===== config.mk =====
export PLATFORM = sky130hd
export DESIGN_NAME = priority_decoder
export DESIGN_NICKNAME = d
export VERILOG_FILES = /design/src/rtl/priority_decoder_pkg.sv /design/src/rtl/hit_counter.sv /design/src/rtl/priority_decoder.sv
export SDC_FILE = /design/constraint.sdc
export NUM_CORES = 1
export LEC_CHECK = 0
export ABC_AREA = 1
export ABC_CLOCK_PERIOD_IN_PS = 2300
export BUFFER_PORTS_ARGS = -buffer_cell sky130_fd_sc_hd__clkbuf_2
export CORE_AREA = 2 2 51 53
export DETAILED_ROUTE_END_ITERATION = 16
export DIE_AREA = 0 0 53 55
export GPL_ROUTABILITY_DRIVEN = 0
export HOLD_SLACK_MARGIN = 0.03
export PLACE_DENSITY = 0.75
export REMOVE_ABC_BUFFERS = 1
export SYNTH_ARGS = -nofsm -noshare
export SYNTH_HDL_FRONTEND = slang
export SYNTH_HIERARCHICAL = 1
export SYNTH_SLANG_ARGS = --single-unit

===== constraint.sdc =====
create_clock -name clk -period 2.3 [get_ports clk]
set_input_delay 0.23 -clock clk [delete_from_list [all_inputs] [get_ports clk]]
set_output_delay 0.23 -clock clk [all_outputs]
set_load 0.02 [all_outputs]

===== src/rtl/priority_decoder_pkg.sv =====
// Purpose : shared types and constants for the priority_decoder block.
// Contents: FSM state type (IDLE, HOLD), counter width, number of decoded
//           lines, and a one-hot helper used by the decode path.
package priority_decoder_pkg;

  typedef enum logic {
    IDLE = 1'b0,
    HOLD = 1'b1
  } state_t;

  localparam int CNT_W     = 8;
  localparam int NUM_LINES = 4;

  // Turns a 2-bit line index into its one-hot line vector.
  function automatic logic [NUM_LINES-1:0] onehot(input logic [1:0] code);
    logic [NUM_LINES-1:0] v;
    v       = '0;
    v[code] = 1'b1;
    return v;
  endfunction

endpackage


===== src/rtl/hit_counter.sv =====
// Purpose : one saturating hit counter; clear has priority over increment.
// Ports   : clk, rst_n (async active-low), inc_i (count one hit),
//           clr_i (synchronous zero), cnt_o (current count, CNT_W bits).
module hit_counter
  import priority_decoder_pkg::*;
(
  input  logic             clk,
  input  logic             rst_n,
  input  logic             inc_i,
  input  logic             clr_i,
  output logic [CNT_W-1:0] cnt_o
);

  localparam logic [CNT_W-1:0] CNT_MAX = '1;

  logic [CNT_W-1:0] cnt_q;
  logic [CNT_W-1:0] cnt_d;

  always_comb begin
    cnt_d = cnt_q;
    if (clr_i) begin
      cnt_d = '0;
    end else if (inc_i && (cnt_q != CNT_MAX)) begin
      cnt_d = cnt_q + {{(CNT_W-1){1'b0}}, 1'b1};
    end
  end

  always_ff @(posedge clk or negedge rst_n) begin
    if (!rst_n) begin
      cnt_q <= '0;
    end else begin
      cnt_q <= cnt_d;
    end
  end

  assign cnt_o = cnt_q;

endmodule


===== src/rtl/priority_decoder.sv =====
// Purpose : decodes a 2-bit code into a one-hot line held for HOLD_CYCLES
//           cycles; optional per-line saturating hit counters.
// Ports   : clk, rst_n (async active-low); ENC/VLD code input with
//           in_ready acceptance; D_OUT one-hot line, out_active; cnt_clr and
//           hit_cnt (four 8-bit lanes, line n at [8n+7:8n]).
// Config  : define PRIORITY_DECODER_CNT_EN to build the hit counters; without
//           it hit_cnt is tied to zero and cnt_clr is ignored.
module priority_decoder
  import priority_decoder_pkg::*;
#(
  parameter int HOLD_CYCLES = 4  // legal range 1..255
) (
  input  logic        clk,
  input  logic        rst_n,
  input  logic [1:0]  ENC,
  input  logic        VLD,
  output logic        in_ready,
  output logic [3:0]  D_OUT,
  output logic        out_active,
  input  logic        cnt_clr,
  output logic [31:0] hit_cnt
);

  // Hold counter is loaded with HOLD_CYCLES-1 so that the HOLD state spans
  // exactly HOLD_CYCLES cycles, including the cycle the counter reads zero.
  localparam logic [7:0] HOLD_INIT = 8'(HOLD_CYCLES - 1);

  state_t                state_q, state_d;
  logic [7:0]            hold_q,  hold_d;
  logic [NUM_LINES-1:0]  dout_q,  dout_d;
  logic                  accept;

  assign in_ready = (state_q == IDLE);
  assign accept   = VLD && in_ready;

  always_comb begin
    state_d = state_q;
    hold_d  = hold_q;
    dout_d  = dout_q;
    unique case (state_q)
      IDLE: begin
        if (VLD) begin
          state_d = HOLD;
          dout_d  = onehot(ENC);
          hold_d  = HOLD_INIT;
        end
      end
      HOLD: begin
        // Codes presented during HOLD are not captured; the sender keeps
        // VLD up and is accepted on the next IDLE cycle instead.
        if (hold_q != 8'd0) begin
          hold_d = hold_q - 8'd1;
        end else begin
          state_d = IDLE;
          dout_d  = '0;
        end
      end
      default: begin
        state_d = IDLE;
        dout_d  = '0;
        hold_d  = 8'd0;
      end
    endcase
  end

  always_ff @(posedge clk or negedge rst_n) begin
    if (!rst_n) begin
      state_q <= IDLE;
      hold_q  <= 8'd0;
      dout_q  <= '0;
    end else begin
      state_q <= state_d;
      hold_q  <= hold_d;
      dout_q  <= dout_d;
    end
  end

  assign D_OUT      = dout_q;
  assign out_active = |dout_q;

`ifdef PRIORITY_DECODER_CNT_EN
  for (genvar n = 0; n < NUM_LINES; n++) begin : g_hit
    logic [CNT_W-1:0] lane_cnt;

    hit_counter u_hit_counter (
      .clk   (clk),
      .rst_n (rst_n),
      .inc_i (accept && (ENC == 2'(n))),
      .clr_i (cnt_clr),
      .cnt_o (lane_cnt)
    );

    assign hit_cnt[CNT_W*n +: CNT_W] = lane_cnt;
  end
`else
  logic unused_cnt_clr;
  logic unused_accept;
  assign unused_cnt_clr = cnt_clr;
  assign unused_accept  = accept;
  assign hit_cnt        = '0;
`endif

endmodule


=== Word-level counts from Yosys, hierarchy flattened ===
Cells that the tools add are included.

* Add/sub/neg operators: 1
* $lt $le $gt $ge: 2
* Equal/unequal tests: 3
* Muxes and demuxes: 11
* Bitwise logic cells: 1
* Reduce and logical (&&, ||, !) cells: 5

{| class="wikitable"
|+ Operators with widths
! cell !! count
|-
| $mux W8 || 2
|-
| $pmux W8 S2 || 1
|-
| $mux W4 || 2
|-
| $pmux W4 S2 || 1
|-
| $reduce_bool A8 Y1 || 1
|-
| $sub A8 B1 Y8 const B || 1
|-
| $ne A2 B2 Y1 const B || 2
|-
| $reduce_and A2 Y1 || 2
|-
| $reduce_or A4 Y1 || 1
|-
| $lt A2 B3 Y1 const B || 1
|-
| $mux W1 || 3
|-
| $demux W1 S2 || 1
|-
| $ge A2 B1 Y1 const B || 1
|-
| $ne A2 B1 Y1 const B || 1
|-
| $pmux W1 S2 || 1
|-
| $logic_and A1 B1 Y1 || 1
|-
| $not A1 Y1 || 1
|}

* Bits in registers: 13
* Input port bits: 6
* Output and inout port bits: 38
* Logic and storage cells: 26

=== Logic depth before layout (Yosys ltp) ===
* Depth after elaboration: 6
* Depth in mapped cells: 8
* Gate-level depth less buffers: 8

=== Worst setup path before layout ===
OpenSTA, ideal clock, no wires.

* Path type: register to register
* From: register hold_q[0]
* To: register hold_q[7]
* Setup time: 124 ps
* Arrival: 1262 ps
* Data required time: 2176 ps
* Path slack: 914 ps
* Cell stages (with the launch flop): 8
* Buffers on the path: 0
* Period minus slack after synthesis: 1386 ps
* Cells stage by stage: dfrtp_1 inv_1 ha_1 nand2_1 nor2_2 nor2_2 nor2_4 o21bai_1

* Word-level cells in the longest chain between the ends: 3
* Elaborated cells between the ends (all ways): 6
* Classes of those cells: add/sub (1); eq/ne (1); mux (2); reduce/logical (2)

{| class="wikitable"
|+ RTL lines
! item !! RTL line !! text
|-
| start, declared || priority_decoder.sv:29 || <nowiki>logic [7:0] hold_q, hold_d;</nowiki>
|-
| start signal, assigned || priority_decoder.sv:73 || <nowiki>hold_q <= hold_d;</nowiki>
|-
| $sub A8 B1 Y8 or $reduce_bool A8 Y1 (tied branches) || priority_decoder.sv:52, priority_decoder.sv:51 ||
|-
| $mux W8 or $ne A2 B1 Y1 (tied branches) || - ||
|-
| $pmux W8 S2 or $reduce_and A2 Y1 (tied branches) || - ||
|}

Several ways; a longest one is shown, not always the timed one. The select of a mux whose other input is x is not followed.
A chain may end at the register's enable or synchronous reset.

=== Worst setup path after layout ===
* From: register dout_q[1], in the netlist D_OUT[1]
* To: output port out_active

* Word-level cells in the longest chain between the ends: 1

{| class="wikitable"
|+ RTL lines
! item !! RTL line !! text
|-
| start, declared || priority_decoder.sv:30 || <nowiki>logic [NUM_LINES-1:0] dout_q, dout_d;</nowiki>
|-
| start signal, assigned || priority_decoder.sv:74 || <nowiki>dout_q <= dout_d;</nowiki>
|-
| $reduce_or A4 Y1 || priority_decoder.sv:79 || <nowiki>assign out_active = |dout_q;</nowiki>
|-
| end, declared || priority_decoder.sv:19 || <nowiki>output logic out_active,</nowiki>
|}

Every way passes these cells.

==> key figures <==
Outcome
  • Outcome: complete, no violations

Route
  • First DRT Iteration DRCs: 11
  • Via count: 747
  • DR pass1 iterations: 4
  • Wire length per cell: 10.1 um
  • Met3 routed wirelength: 74 um
  • Final wirelength: 1.73 mm
  • Routed Antenna Nets: 0
  • Average vias per placed instance: 4.34
  • M1 WL: 680 um
  • Max Used Layer: met4
  • Met2 WL post-DR: 938 um
  • DR DRC count: 0

Logic synthesis
  • Post-Synthesis Cell Area: 973 um2
  • Flops & latches, synth: 13
  • Xor/xnor cell area share of the yosys netlist: 0.0180
  • Yosys cell types: 23
  • Average footprint of a synthesized cell: 7.60 um2
  • Post-synthesis mux area share: 0
  • Synth Area in Adders: 0.0129
  • Largest family of logic cells by synthesized area: buffers and inverters
  • Simple-gate portion of the synthesized area: 0.237
  • Synth Area in Compound Gates: 0.0977
  • Synthesized instance count: 128
  • Yosys Warn Count: 6
  • Share of the yosys chip area belonging to registers: 0.334

GRT
  • First-pass GRT wire length: 2.75 mm
  • Global route overflow: 0
  • GRT Util Overall: 0.133
  • Largest net degree at the start of global routing: 14
  • Initial antenna violation count: 0
  • Number of global-route vias before repair: 665

Run
  • Max-cap violation count: 0

Power
  • Total power: 1.27 mW
  • Static Leak: 0.522 nW
  • Power per cell area: 1300 nW/um2
  • Max IR drop VDD: 0.000780 V

Cells and area
  • Diode count: 0
  • Area delta synth->final: 0%
  • Fill cell count: 245
  • Multi-input logic area: 475 um2
  • Sequential standard cell area: 325 um2
  • Layout cell share with drive strength beyond 1: 0.155
  • Final nets: 150

CTS
  • CTS tree: done
  • Clock tree buffer depth: 2
  • Clk_lat worst skew: 280 ps
  • CTS clk-pin slew, worst paths: 80 ps
  • Post_cts resized: 0
  • CTS root buf: clkbuf_4
  • H-tree depth: 1
  • CTS buffer count: 3
  • Post-CTS setup buffers: 0
  • Clock tree sinks: 13

STA
  • Clk_skew: 7.88 ps
  • Final worst setup slack: 698 ps
  • Fin crit period: 1600 ps
  • Final Cycle Share: 0.697
  • Final setup viols: 0
  • Unrepaired setup endpoints after global routing: no
  • Setup_tns: 0 ps
  • Slew Viols, Final: 0
  • Fin. Hold Viols: 0
  • Fmax achieved: 624 MHz

Critical path
  • Critical path, cell by cell: or4_1 > clkbuf_2
  • WP depth: 2
  • CP Class: register to output port
  • Worst Setup End Kind: output port
  • Critical Path Source Type: register
  • Reg2reg start: hold_q[0]
  • CP startpoint: D_OUT[1]
  • Worst path bufs/invs: 1
  • Req. time, crit path: 2070 ps
  • Worst setup path endpoint: out_active
  • Reg2Reg Depth: 8
  • R2r setup slk: 720 ps
  • Slowest CP cell: or4_1
  • Max incr delay on CP: 520 ps
  • Critical path fanouts, max: 3
  • CP arrival: 1370 ps
  • CP top delay family: simple AND/OR/NAND/NOR gates
  • Worst reg2reg path endpoint: hold_q[6]

Place
  • Place WS: 725 ps
  • # port buffers: 10
  • Post-DP HPWL: 1.42 mm

Die
  • Die W: 53 um
  • Die area: 2920 um2
  • Die height: 55 um
  • Row cnt: 18
  • Starting Density: 0.412
  • Core area: 2360 um2
  • Ports: 44

Hold path
  • Tightest Hold Check Type: input pin to register
==> worst register-to-register path: stages, from the launching register on <==
cell     delay [ps]
dfrtp_1         380
inv_1           120
ha_1            280
nand2_1         140
nor2_2          200
nor2_2           90
nor2_4          150
nand2_1          70
o21ai_1          80
==> power by group <==
| group | switching [mW] | total [mW] | internal, mW |
|---|---|---|---|
| sequential | 0.0959 | 0.420 | 0.324 |
| clock | 0.0726 | 0.140 | 0.0673 |
| combinational | 0.483 | 0.710 | 0.228 |
==> repair_timing <==
| action | CTS | global route |
|---|---|---|
| hold buffers | 1 | 0 |
| endpoints found under the hold margin | 13 | 0 |
| setup endpoints to repair | 0 | 0 |
==> synthesized netlist by cell type <==
library cell	count	share of area
nand3_1	10	0.051
xor2_1	1	0.0090
o21ai_1	3	0.015
nand2_2	1	0.0064
inv_2	2	0.0077
o21bai_1	2	0.015
or4_1	1	0.0077
a21oi_4	1	0.017
nor2_1	9	0.035
inv_1	11	0.042
conb_1	1	0.0039
nor2_2	3	0.019
o21ai_2	1	0.0090
nor2_4	1	0.012
a21oi_1	1	0.0051
nor3_1	2	0.010
buf_4	32	0.25
nand4_1	1	0.0064
nand2_1	23	0.089
o21ai_0	7	0.036
dfrtp_1	13	0.33
ha_1	1	0.013
xnor2_1	1	0.0090
==> area by class of cell <==
cell class,count,area share
inverters,13,0.0501
clock buffers,4,0.0270
flip-flops and latches,13,0.334
well taps,30,0.0386
repair buffers,11,0.0617
multi-input cells,101,0.488
==> flip-flops by register name (all words and copies together) (netlist names) <==
signal and cells:
state_q 1, D_OUT 4, hold_q 8
==> per-stage QoR <==
stage | utilization | instances | hold WS (ps) | area, um2
global route | 0.412 | 172 | 266 | 973
detailed placement | 0.396 | 167 | 153 | 937
finish | 0.412 | 172 | 236 | 973
global placement | 0.396 | 167 | 144 | 937
CTS | 0.412 | 172 | 241 | 973
floorplan | - | 127 | -65.6 | 850
==> worst min path at each step <==
stage	to	slack, ps	start	cells past startpoint
6_report	D_OUT[3]	240	ENC[1]	3
3_5_place_dp	D_OUT[0]	150	rst_n	1
5_1_grt	D_OUT[3]	270	ENC[1]	3
3_3_place_gp	D_OUT[0]	140	rst_n	1
2_1_floorplan	D_OUT[0]	-70	rst_n	0
4_1_cts	D_OUT[3]	240	ENC[1]	3
==> layer usage <==
metal  GRT usage  vias to the layer above
li1            -                      369
met1       0.143                      350
met2       0.252                       23
met3      0.0161                        5
met4      0.0769                        0
met5           0                        -
==> placed cells by master, fill, tap and decap left out, types with 7 or more instances in the layout <==
| master | netlist | final |
|---|---|---|
| conb_1 | 1 | 32 |
| nand2_1 | 23 | 23 |
| dfrtp_1 | 13 | 13 |
| inv_1 | 11 | 11 |
| nand3_1 | 10 | 10 |
| clkbuf_2 | 0 | 10 |
| nor2_1 | 9 | 9 |
| o21ai_0 | 7 | 7 |
==> kinds of logic (layout without fill, tap and decap cells) <==
group,after synthesis,in the layout
xor gates and xnor gates,2,2
AOI/OAI and AO/OA,15,15
adders and majority gates,1,1
buffers and inverters,45,28
and+or+nand+nor,51,51
DFF,13,13
other,1,32
Power figures use the tool's default switching activity.
